==> src/rtl/pwm_audio_serializer.sv <==
// PWM audio serializer: one-deep duty shadow, slew-limited duty applied at period boundaries.
// pwm_out is one clk behind the period counter; duty_valid stalls while the shadow holds an unapplied value.
module pwm_audio_serializer #(
    parameter int PERIOD_CYCLES = 100,
    parameter int RAMP_STEP     = 4
) (
    input  logic       clk,
    input  logic       rst_n,
    input  logic       enable,
    input  logic [6:0] duty_in,
    input  logic       duty_valid,
    output logic       duty_ready,
    input  logic       clip_clear,
    output logic       pwm_out,
    output logic       period_start,
    output logic [6:0] active_duty,
    output logic       clip_flag
);

    localparam logic [6:0] PERIOD = 7'(PERIOD_CYCLES);
    localparam logic [6:0] LAST   = 7'(PERIOD_CYCLES - 1);
    localparam logic [6:0] STEP   = 7'(RAMP_STEP);

    logic [6:0] cnt_q, cnt_d;
    logic [6:0] shadow_q, shadow_d;
    logic       shadow_full_q, shadow_full_d;
    logic [6:0] target_q, target_d;
    logic [6:0] active_q, active_d;
    logic       pwm_q, pwm_d;
    logic       clip_q, clip_d;
    logic       armed_q, armed_d;

    logic       boundary;
    logic       accept;
    logic       over_range;
    logic [6:0] diff;

    assign boundary   = enable && (cnt_q == LAST);
    assign accept     = duty_valid && !shadow_full_q;
    assign over_range = duty_in > PERIOD;

    always_comb begin
        cnt_d   = 7'd0;
        pwm_d   = enable && (cnt_q < active_q);
        armed_d = 1'b1;
        if (enable && !boundary) begin
            cnt_d = cnt_q + 7'd1;
        end
    end

    // The shadow is only handed over if it was full before this cycle, so an
    // accept landing on a boundary waits for the following one.
    always_comb begin
        shadow_d      = shadow_q;
        shadow_full_d = shadow_full_q;
        target_d      = target_q;
        if (boundary && shadow_full_q) begin
            target_d      = shadow_q;
            shadow_full_d = 1'b0;
        end
        if (accept) begin
            shadow_d      = over_range ? PERIOD : duty_in;
            shadow_full_d = 1'b1;
        end
    end

    always_comb begin
        active_d = active_q;
        diff     = 7'd0;
        if (boundary) begin
            if (target_d > active_q) begin
                diff     = target_d - active_q;
                active_d = active_q + ((diff > STEP) ? STEP : diff);
            end else if (target_d < active_q) begin
                diff     = active_q - target_d;
                active_d = active_q - ((diff > STEP) ? STEP : diff);
            end
        end
    end

    always_comb begin
        clip_d = clip_q;
        if (accept && over_range) begin
            clip_d = 1'b1;
        end else if (clip_clear) begin
            clip_d = 1'b0;
        end
    end

    always_ff @(posedge clk or negedge rst_n) begin
        if (!rst_n) begin
            cnt_q         <= 7'd0;
            shadow_q      <= 7'd0;
            shadow_full_q <= 1'b0;
            target_q      <= 7'd0;
            active_q      <= 7'd0;
            pwm_q         <= 1'b0;
            clip_q        <= 1'b0;
            armed_q       <= 1'b0;
        end else begin
            cnt_q         <= cnt_d;
            shadow_q      <= shadow_d;
            shadow_full_q <= shadow_full_d;
            target_q      <= target_d;
            active_q      <= active_d;
            pwm_q         <= pwm_d;
            clip_q        <= clip_d;
            armed_q       <= armed_d;
        end
    end

    // cnt only sits at 0 while enabled on the first cycle of a period (after a
    // wrap or an enable rise); armed_q keeps the pulse low through reset.
    assign period_start = enable && (cnt_q == 7'd0) && armed_q;
    assign duty_ready   = !shadow_full_q;
    assign pwm_out      = pwm_q;
    assign active_duty  = active_q;
    assign clip_flag    = clip_q;

endmodule
==> config.mk <==
export PLATFORM = sky130hd
export DESIGN_NAME = pwm_audio_serializer
export DESIGN_NICKNAME = d
export VERILOG_FILES = /design/src/rtl/pwm_audio_serializer.sv
export SDC_FILE = /design/constraint.sdc
export NUM_CORES = 1
export LEC_CHECK = 0
export ABC_CLOCK_PERIOD_IN_PS = 6440
export CORE_ASPECT_RATIO = 1.2
export CORE_MARGIN = 4
export CORE_UTILIZATION = 25
export CTS_BUF_LIST = sky130_fd_sc_hd__clkbuf_4
export DETAILED_ROUTE_END_ITERATION = 8
export PLACE_DENSITY = 0.41
export SETUP_SLACK_MARGIN = 0.15
export SLEW_MARGIN = 10
export SYNTH_ARGS = -nofsm -noshare
export SYNTH_HDL_FRONTEND = slang
export SYNTH_SLANG_ARGS = --single-unit
==> constraint.sdc <==
create_clock -name clk -period 6.44 [get_ports clk]
set_input_delay 0.644 -clock clk [delete_from_list [all_inputs] [get_ports clk]]
set_output_delay 0.644 -clock clk [all_outputs]
set_load 0.02 [all_outputs]
==> reports/qor.yml, run 1 <==
detailed_routing:
  wl_um: 5990
  dr.pass1.iters: 4
  vias_per_cell: 4.62
  drt_iter0_markers: 67
  wire_per_inst_um: 14.9
  drc: 0
  antenna_left: 0
  vias: 1860
critical_path:
  worst_r2r_path_depth: 22
  cp.arrival_ns: 5.59
  critical_path_class: "reg2reg"
  startpoint_type: "flop"
  crit_slowest_cell: "dfrtp_1"
  crit_top_cell: "ha_1"
  path_cells: "nor3_1, and4_1, nand3_1, mux2_2, ha_1, a21o_1, o31a_1, a311oi_1, and3_1, nand2b_1, ha_1, xnor2_1, nand2_1, nand2_1, ha_1, nor2b_1, o31a_1, o21ai_0, nand2b_1, and3_1, o21ai_2, xnor2_1"
  worst-path-max-fanout: 12
  max_stage_delay_ns: 0.46
  endpoint_kind: "flop"
  cp_data_required_time_ns: 6.71
  r2r_slack_ns: 1.11
logic_synthesis:
  async_reset_ff_frac: 1.00
  yosys_most_used_dff: "dfrtp_1"
  postSynthAreaPerCell_um2: 9.25
  synth_edf_count: 0
  synth_seq_cells: 32
  ys_seq_area_frac: 0.338
  synth_area_leader_cell: "dfrtp_1"
  yosys_warnings: 0
  synth_area_leaders: "dfrtp_1 (34%), ha_1 (15%), nand2_1 (4.3%)"
  synth_cells: 256
  synth_top_area_share: 0.338
  synth_area_um2: 2370
  synthDistinctLibCells: 44
  syn-num-nets: 299
timing:
  hold_violations: 0
  max_freq_ghz: 0.188
  period_share: 0.827
  fin_crit_ns: 5.33
  setup_violations: 0
  slew_violations: 0
  setup_slack_ns: 1.11
  fin_skew_ns: 0.0170
  tns_ns: 0
  grt_setup_unrepaired: "no"
placement:
  place.gp.congestion: 0.831
  dp_slack_ns: 0.786
  dp_cells: 395
  hpwl_um: 4830
  port_buffers: 22
floorplan:
  die_x_um: 96.9
  core-area_um2: 9130
  die-area_um2: 11100
  std_cell_rows: 38
  die_h_um: 115
  num_io_pins: 23
  start_util: 0.259
clock_network:
  hold_buffers: 0
  cts.sink_count: 32
  ctsResizeCount: 0
  cts.clk_slew.worst_paths_ns: 0.11
  h-tree-depth: 2
  clock_latency_ns: 0.33
  cts_tree: "built"
  cts.path.max_buffers: 2
  post-cts-setup-buffer-count: 0
  cts-root-buf: "clkbuf_4"
  cts_inserted_buffers: 5
finish:
  num_antenna_cells: 0
  syn2layout_area_growth_pct: 17.1
  fill_cells: 990
  layout_commonest_cell: "dfrtp_1"
  layoutNonFillerInstCount: 403
  seq_area_um2: 801
  drive_gt1_frac: 0.0742
  nets: 325
  mostFrequentLayoutCells: "dfrtp_1 (32), ha_1 (28), nand2_1 (27), clkdlybuf4s50_1 (22), inv_1 (20)"
  multiInputGateArea_um2: 1460
global_routing:
  grt_pass1_wl_um: 9950
  grt_util_all_layers: 0.113
  grt_max_degree: 33
  grt_antenna_before_repair: 0
  grt_pass1_vias: 1949
  overflow: 0
hold_path:
  hp-class: "reg2reg"
  min_path_cells: 2
outcome:
  status: "finished, final reports clean"
power_and_ir_drop:
  p_leak_nw: 1.30
  power_density_nw_per_um2: 130
  max-vdd-ir-drop_mv: 0.0920
  report.power.total_mw: 0.361
flow_run:
  maxCapViolCount: 0
stage by stage:
stage,utilization,instance area (um^2),hold WS [ns]
3_5_place_dp,0.298,2720,0.481
2_1_floorplan,-,2370,0.348
6_report,0.304,2770,0.500
5_1_grt,0.304,2770,0.539
4_1_cts,0.304,2770,0.511
3_3_place_gp,0.298,2720,0.475
logic make-up (layout without fill, tap and decap cells):
logic type,count (synthesis),count (layout),share of synthesized area
flip-flops,32,32,0.338
adder cells (fa/ha/maj),31,31,0.173
AND/OR/NAND/NOR,90,90,0.204
buffers and inverters,26,53,0.0465
AO/OA/AOI/OAI,53,53,0.142
multiplexers,11,11,0.0497
other,1,1,0.00158
XOR/XNOR,12,12,0.0444
registers in the layout (all words and copies together), names as in the netlist:
| name | flops |
|---|---|
| active_duty | 7 |
| clip_flag | 1 |
| armed_q | 1 |
| shadow_full_q | 1 |
| cnt_q | 7 |
| pwm_out | 1 |
| shadow_q | 7 |
| target_q | 7 |
synth_stat cells, types with 2 or more instances:
master    instances
buf_2             4
nand4_1           4
o31a_1            2
o21ai_0           9
nor2_1           13
and4_1            2
xnor2_1           9
nand2b_1          8
o21a_1            3
dfrtp_1          32
nor3_1            4
mux2_2            6
ha_1             28
inv_1            20
mux2i_1           5
and2_1            2
nor2b_1           8
a311oi_1          2
nor3b_1           2
fa_1              3
nand3_1          10
a21oi_1          14
nand2_1          27
o21ai_1           7
xor2_1            3
and3_1            3
a22o_1            3
a21o_1            7
path summary, 6_finish.rpt:
kind	from	end
min reg2reg	shadow_q[6]	shadow_q[6]
max reg2reg	cnt_q[2]	active_duty[6]
min in group asynchronous	rst_n	clip_flag
max in group asynchronous	rst_n	target_q[3]
min	shadow_q[6]	shadow_q[6]
max	cnt_q[2]	active_duty[6]
final cells by class:
class                           instances  area share
Tap cell                              120      0.0541
Multi-Input combinational cell        198       0.525
Sequential cell                        32       0.289
Clock inverter                          3     0.00496
Inverter                               21      0.0284
Timing Repair Buffer                   24      0.0848
Clock buffer                            5      0.0135
power breakdown:
group / switching, mW / internal (mW)
Sequential: 0.00615 / 0.208
Clock: 0.0718 / 0.0401
Combinational: 0.0177 / 0.0166
per-layer routing:
layer  global-route usage  vias up  wire (um)
li1                     -      948          -
met1                0.132      880       2630
met2                0.209       24       3120
met3               0.0152        8        101
met4               0.0459        0        138
met5                    0        -          0
critical path: cells and delay by family (launching register included):
family                   cells  cell delay, ns
AND/OR/NAND/NOR             10            1.79
AO/OA/AOI/OAI                6            1.34
adder cells (fa/ha/maj)      3            0.98
flip-flops                   1            0.46
multiplexers                 1            0.42
XOR/XNOR                     2            0.25
(Power assumes the default switching activity.)
==> run 2: changes to the inputs <==
--- a/config.mk
+++ b/config.mk
@@ -5,7 +5,7 @@
 export SDC_FILE = /design/constraint.sdc
 export NUM_CORES = 1
 export LEC_CHECK = 0
-export ABC_CLOCK_PERIOD_IN_PS = 6440
+export ABC_CLOCK_PERIOD_IN_PS = 5500
 export CORE_ASPECT_RATIO = 1.2
 export CORE_MARGIN = 4
 export CORE_UTILIZATION = 25
==> constraint.sdc (replaced) <==
create_clock -name clk -period 5.5 [get_ports clk]
set_input_delay 0.55 -clock clk [delete_from_list [all_inputs] [get_ports clk]]
set_output_delay 0.55 -clock clk [all_outputs]
set_load 0.02 [all_outputs]
==> run 2 against run 1 <==
  * Clock-buffer cell count rose by 1
  * Worst hold slack got worse by 0.0018 ns
  * Flip-flop and latch count stayed put
  * Register-to-register slack worse by 0.61 ns
  * Largest cell class unchanged
  * Routed wire length is 1.4% higher
  * Clock power is 20% higher
  * Combinational power is 23% higher
  * Global-route usage rose by 0.15 points
  * Sequential power is 17% higher
  * Maximum frequency rose by 6.6%
  * Sequential share of layout area fell by 0.67 points
  * Setup slack worse by 0.61 ns
==> reports/qor.yml, run 2 (synthesized netlist as in run 1, its figures left out) <==
hold_path:
  min_path_cells: 1  # -1
  holdCritStartpoint: "cnt_q[0]"
  hp-class: "reg2reg"
  hold_end: "cnt_q[0]"
placement:
  port_buffers: 22  # unchanged
  place.gp.congestion: 0.764  # -8.1%
  place_area_um2: 2770  # +1.7%
  hpwl_um: 4900  # +1.4%
power_and_ir_drop:
  p_leak_nw: 1.33  # +1.9%
  power_density_nw_per_um2: 150  # +16%
  max-vdd-ir-drop_mv: 0.0957  # +4.0%
clock_network:
  cts_tree: "built"
  cts.sink_count: 32  # unchanged
  post-cts-setup-buffer-count: 0  # unchanged
  cts_inserted_buffers: 5  # unchanged
  cts.clk_slew.worst_paths_ns: 0.11  # about the same
  ctsResizeCount: 0  # unchanged
  hold_buffers: 0  # unchanged
  clock_latency_ns: 0.33  # about the same
  cts.path.max_buffers: 2  # unchanged
  h-tree-depth: 2  # unchanged
  cts-root-buf: "clkbuf_4"
global_routing:
  grt_pass1_wl_um: 10000  # +0.90%
  grt_antenna_before_repair: 0  # unchanged
  overflow: 0  # unchanged
  grt_util_all_layers: 0.115  # +0.00147
  grt_max_degree: 33  # unchanged
  grt_pass1_vias: 1939  # -0.51%
timing:
  grt_setup_unrepaired: "no"
  fin_crit_ns: 4.99  # -0.332 ns
  hold_violations: 0  # unchanged
  setup_violations: 0  # unchanged
  max_freq_ghz: 0.200  # +6.6%
  slew_violations: 0  # unchanged
  tightestPinTransition_ns: 0.500
  period_share: 0.908  # +0.0810
  fin_skew_ns: 0.0187  # +0.00174 ns
  relSlewSlack: 0.666
  tns_ns: 0  # unchanged
finish:
  multiInputGateArea_um2: 1480  # +1.7%
  mostFrequentLayoutCells: "dfrtp_1 (31), nand2_1 (27), ha_1 (26), clkdlybuf4s50_1 (22), inv_1 (20)"
  seq_area_um2: 802  # +0.16%
  drive_gt1_frac: 0.118  # +0.0439
  nets: 331  # +1.8%
  design_area_um2: 2840  # +2.5%
  fill_cells: 994  # +0.40%
  syn2layout_area_growth_pct: 20.1
  num_antenna_cells: 0  # unchanged
  layout_commonest_cell: "dfrtp_1"
floorplan:
  die_x_um: 96.9  # unchanged
  core-area_um2: 9130  # unchanged
  num_io_pins: 23  # unchanged
  die_h_um: 115  # unchanged
  start_util: 0.259  # unchanged
  std_cell_rows: 38  # unchanged
  die-area_um2: 11100  # unchanged
outcome:
  status: "finished, final reports clean"
detailed_routing:
  antenna_left: 0  # unchanged
  vias_per_cell: 4.73  # +2.5%
  vias: 1931  # +3.8%
  drt_iter0_markers: 83  # +24%
  wl_um: 6070  # +1.4%
  dr.pass1.iters: 4  # unchanged
  wire_per_inst_um: 14.9  # +0.11%
  drc: 0  # unchanged
critical_path:
  critical_path_class: "reg2reg"
  cp.arrival_ns: 5.26  # -0.33 ns
  endpoint_kind: "flop"
  worst_r2r_path_depth: 22  # unchanged
  cp_data_required_time_ns: 5.77  # -0.94 ns
  reg2reg_to: "active_duty[6]"
  startpoint_type: "flop"
  r2r_slack_ns: 0.51  # -0.61 ns
  r2r_start: "cnt_q[3]"
  worst-path-max-fanout: 11  # -1
flow_run:
  maxCapViolCount: 0  # unchanged
-- run 2: metrics by stage --
stage | power [mW] | utilization | setup slack [ns] | std cells | hold WS [ns]
2_1_floorplan | 0.273 | - | 0.821 | 256 | 0.254
3_3_place_gp | 0.299 | 0.303 | 0.229 | 401 | 0.484
3_5_place_dp | 0.299 | 0.303 | 0.179 | 401 | 0.489
4_1_cts | 0.439 | 0.309 | 0.174 | 408 | 0.514
5_1_grt | 0.454 | 0.312 | 0.157 | 408 | 0.527
6_report | 0.428 | 0.312 | 0.506 | 408 | 0.498
-- run 2: worst max-delay path by stage --
stage,startpoint,to,slack (ns),cells past startpoint
after floorplan,cnt_q[2],active_duty[6],0.82,23
after global routing,cnt_q[3],active_duty[6],0.16,22
after global placement,enable,active_duty[6],0.23,21
after detailed placement,enable,active_duty[6],0.18,21
after CTS,cnt_q[3],active_duty[6],0.17,22
final,cnt_q[3],active_duty[6],0.51,22
-- run 2: critical path, cell delays in order (launching register included) --
cell and delay (ns):
dfrtp_1 0.46, nor3_2 0.21, and4_1 0.28, nand3_2 0.21
mux2_2 0.37, ha_2 0.35, or4b_1 0.51, a22o_1 0.21
nand3_1 0.13, and3_1 0.27, nand2b_1 0.08, ha_1 0.22
xnor2_1 0.18, nand2_1 0.07, nand2_1 0.07, ha_1 0.25
nor2b_1 0.15, o31a_1 0.24, o21ai_0 0.15, nand2b_1 0.09
and3_1 0.19, o21ai_2 0.12, xnor2_1 0.12
-- run 2: area by class of cell --
cell class / instances / area share
repair buffers: 30 / 0.0985
flip-flops and latches: 32 / 0.282
clock inverters: 1 / 0.00176
inverters: 21 / 0.0277
clock buffers: 6 / 0.0158
well taps: 120 / 0.0528
multi-input cells: 198 / 0.521
-- run 2: per-layer routing --
metal  wire (um)  track usage  up-vias  part of all wire
met4         150       0.0449        0             0.025
li1            -            -      958                 -
met2        3090        0.211       36              0.51
met3         137       0.0171       10             0.023
met5           0            0        -                 0
met1        2700        0.134      927              0.44
-- run 2: power breakdown --
| part | switching (mW) | internal (mW) |
|---|---|---|
| clock | 0.0822 | 0.0521 |
| sequential | 0.00696 | 0.244 |
| combinational | 0.0216 | 0.0207 |
| total | 0.111 | 0.317 |
==> run 3: changes to the inputs <==
--- a/config.mk
+++ b/config.mk
@@ -5,6 +5,7 @@
 export SDC_FILE = /design/constraint.sdc
 export NUM_CORES = 1
 export LEC_CHECK = 0
+export ABC_AREA = 1
 export ABC_CLOCK_PERIOD_IN_PS = 5500
 export CORE_ASPECT_RATIO = 1.2
 export CORE_MARGIN = 4
==> run 3 against run 2 <==
  * Register-to-register slack gained 0.14 ns
  * Clock power grew 4%
  * Area after synthesis grew 3.7%
  * Cell area grew 2.0%
  * Clock-buffer cell count is the same
  * Non-clock buffer count shrank 2
  * Critical path depth grew 6
  * Global-route usage shrank 0.49 points
  * Core utilization shrank 0.82 points
  * First-iteration DRC count shrank 18%
  * Synthesized cell count grew 26%
==> reports/qor.yml, run 3 <==
logic_synthesis:
  synth_top_family_by_area: "simple AND/OR/NAND/NOR gates"
  synth_top_area_share: 0.326  # -0.0121
  synth_cells: 322  # +26%
  synthTopCellsByCount: "nand2_1 (76), inv_1 (53), dfrtp_1 (32)"
  synth-simple-area-share: 0.245  # +0.0406
  synth_seq_cells: 32  # unchanged
  synth_area_leaders: "dfrtp_1 (33%), ha_1 (14%), nand2_1 (12%)"
  post_synth_fa_ha_maj_area_fraction: 0.167  # -0.00618
  yosys_most_used_dff: "dfrtp_1"
  synth_compound_area_frac: 0.121  # -0.0214
  async_reset_ff_frac: 1.00  # unchanged
  ys_seq_area_frac: 0.326  # -0.0121
  postSynthAreaPerCell_um2: 7.63  # -18%
  yosys.cell_count.top_type: "nand2_1"
  synth-xor-area-share: 0.0321  # -0.0123
  synth_area_um2: 2460  # +3.7%
  synth_edf_count: 0  # unchanged
  yosys_warnings: 0  # unchanged
  synthDistinctLibCells: 37  # -16%
  syn-num-nets: 365  # +22%
  synth_area_leader_cell: "dfrtp_1"
  synth_mux_area_frac: 0.00458  # -0.0451
global_routing:
  grt_use_met2: 0.202  # -0.00925
  use_met1: 0.133  # -0.000758
  overflow: 0  # unchanged
  grt_util_all_layers: 0.110  # -0.00486
  grt_pass1_wl_um: 9960  # -0.76%
  grt_max_degree: 33  # unchanged
  grt_pass1_vias: 2039  # +5.2%
  grt_antenna_before_repair: 0  # unchanged
  groute.layer.met3.usage: 0.0131  # -0.00392
  busiest_layer: "met2"
critical_path:
  worstSetupEndpoint: "active_duty[5]"
  r2r_slack_ns: 0.65  # +0.14 ns
  max_stage_delay_ns: 0.50  # about the same
  cp.arrival_ns: 5.08  # -0.18 ns
  endpoint_kind: "flop"
  startpoint_type: "input pin"
  worst-path-max-fanout: 14  # +3
  r2r_start: "cnt_q[2]"
  cp_data_required_time_ns: 5.72  # -0.05 ns
  critical_path_class: "in2reg"
  critPathLaunch: "enable"
  crit_slowest_cell: "clkdlybuf4s50_1"
  worst_r2r_path_depth: 28  # +27%
  crit_top_cell: "nand2_1"
  reg2reg_to: "active_duty[5]"
detailed_routing:
  drt_iter0_markers: 68  # -18%
  vias_per_cell: 4.35  # -8.0%
  wl_um: 6120  # +0.69%
  dr.pass1.iters: 4  # unchanged
  vias: 2072  # +7.3%
  antenna_left: 0  # unchanged
  wire_per_inst_um: 12.8  # -14%
  drc: 0  # unchanged
hold_path:
  hp-class: "reg2reg"
  min_path_cells: 1  # unchanged
finish:
  drive_gt1_frac: 0.0992  # -0.0189
  num_antenna_cells: 0  # unchanged
  multiInputGateArea_um2: 1400  # -5.4%
  layout_commonest_cell: "nand2_1"
  fill_cells: 1074  # +8.0%
  nets: 395  # +19%
  layoutNonFillerInstCount: 476  # +17%
  syn2layout_area_growth_pct: 18.1
  mostFrequentLayoutCells: "nand2_1 (76), inv_1 (53), dfrtp_1 (32), ha_1 (28), o21ai_0 (24)"
  seq_area_um2: 801  # -0.16%
floorplan:
  start_util: 0.257  # -0.00265
  std_cell_rows: 39  # +2.6%
  die-area_um2: 11500  # +3.4%
  die_h_um: 117  # +1.7%
  core-area_um2: 9560  # +4.8%
  die_x_um: 98.5  # +1.7%
  num_io_pins: 23  # unchanged
clock_network:
  cts.path.max_buffers: 2  # unchanged
  h-tree-depth: 2  # unchanged
  hold_buffers: 0  # unchanged
  cts_tree: "built"
  cts_inserted_buffers: 5  # unchanged
  cts-root-buf: "clkbuf_4"
  cts.sink_count: 32  # unchanged
  clock_latency_ns: 0.33  # about the same
  ctsResizeCount: 0  # unchanged
  post-cts-setup-buffer-count: 0  # unchanged
  cts.clk_slew.worst_paths_ns: 0.11  # about the same
placement:
  place.gp.congestion: 0.880  # +15%
  port_buffers: 22  # unchanged
  hpwl_um: 5020  # +2.5%
  dp_slack_ns: 0.285  # +0.106 ns
  dp_cells: 468  # +17%
power_and_ir_drop:
  report.power.total_mw: 0.482  # +13%
  p_leak_nw: 1.43  # +8.0%
  power_density_nw_per_um2: 166  # +10%
  max-vdd-ir-drop_mv: 0.0785  # -18%
timing:
  tns_ns: 0  # unchanged
  fin_skew_ns: 0.00856  # -0.0102 ns
  grt_setup_unrepaired: "no"
  slew_violations: 0  # unchanged
  max_freq_ghz: 0.206  # +2.7%
  holdWs_ns: 0.499  # +0.000397 ns
  setup_slack_ns: 0.639  # +0.133 ns
  setup_violations: 0  # unchanged
  hold_violations: 0  # unchanged
  period_share: 0.884  # -0.0241
  fin_crit_ns: 4.86  # -0.133 ns
outcome:
  status: "finished, final reports clean"
flow_run:
  maxCapViolCount: 0  # unchanged
## run 3: cell types whose count changed in the layout (fill, tap and decap cells not counted), sizes merged, moves of 3 or more
cell / delta
nor2: +3
nand2: +54
nand3: +7
nor2b: -8
xnor2: -5
inv: +36
nand2b: -8
a21oi: +5
o21ai: +12
mux2i: -5
a22o: -3
a21o: -7
o21a: -3
mux2: -5
## run 3: final cells by class
| type | count | share of cell area |
|---|---|---|
| Inverter | 59 | 0.0768 |
| Clock inverter | 2 | 0.00388 |
| Multi-Input combinational cell | 226 | 0.483 |
| Sequential cell | 32 | 0.276 |
| Timing Repair Buffer | 28 | 0.0914 |
| Tap cell | 123 | 0.0530 |
| Clock buffer | 6 | 0.0155 |
## run 3: worst max-delay path, delay by kind of cell
kind,cells,cell delay [ns]
compound gates,5,1.03
xor+xnor,2,0.30
fa+ha+maj,3,0.99
buf+inv,5,0.82
simple gates,13,1.40
## run 3: layer usage
layer  vias to the layer above  share of wire
met5                         -              0
li1                       1089              -
met3                         8          0.016
met1                       948           0.45
met2                        27           0.51
met4                         0          0.015
## run 3: power breakdown
| group | switching, mW | leakage [nW] | internal (mW) |
|---|---|---|---|
| registers | 0.00882 | 0.397 | 0.245 |
| logic | 0.0519 | 1.01 | 0.0365 |
| clock network | 0.0856 | 0.0293 | 0.0536 |
## run 3: cells by family (layout without fill, tap and decap cells)
family                     Yosys count  after routing
buffers and inverters               64             95
xor gates and xnor gates             9              9
muxes                                1              1
AOI/OAI and AO/OA                   53             53
and+or+nand+nor                    131            131
adders and majority gates           31             31
DFF                                 32             32
other                                1              1
## run 3: metrics by stage
stage / util / area (um^2)
after floorplan: - / 2460
after global placement: 0.297 / 2850
after detailed placement: 0.297 / 2850
after CTS: 0.303 / 2900
after global routing: 0.303 / 2900
final: 0.303 / 2900
## run 3: worst min-delay path by stage
stage,slack (ns),endpoint,start
finish,0.50,cnt_q[0],cnt_q[0]
global route,0.53,shadow_q[0],shadow_q[0]
CTS,0.51,shadow_q[1],shadow_q[1]
detailed placement,0.48,shadow_q[1],shadow_q[1]
global placement,0.48,shadow_q[1],shadow_q[1]
floorplan,0.25,active_duty[0],rst_n
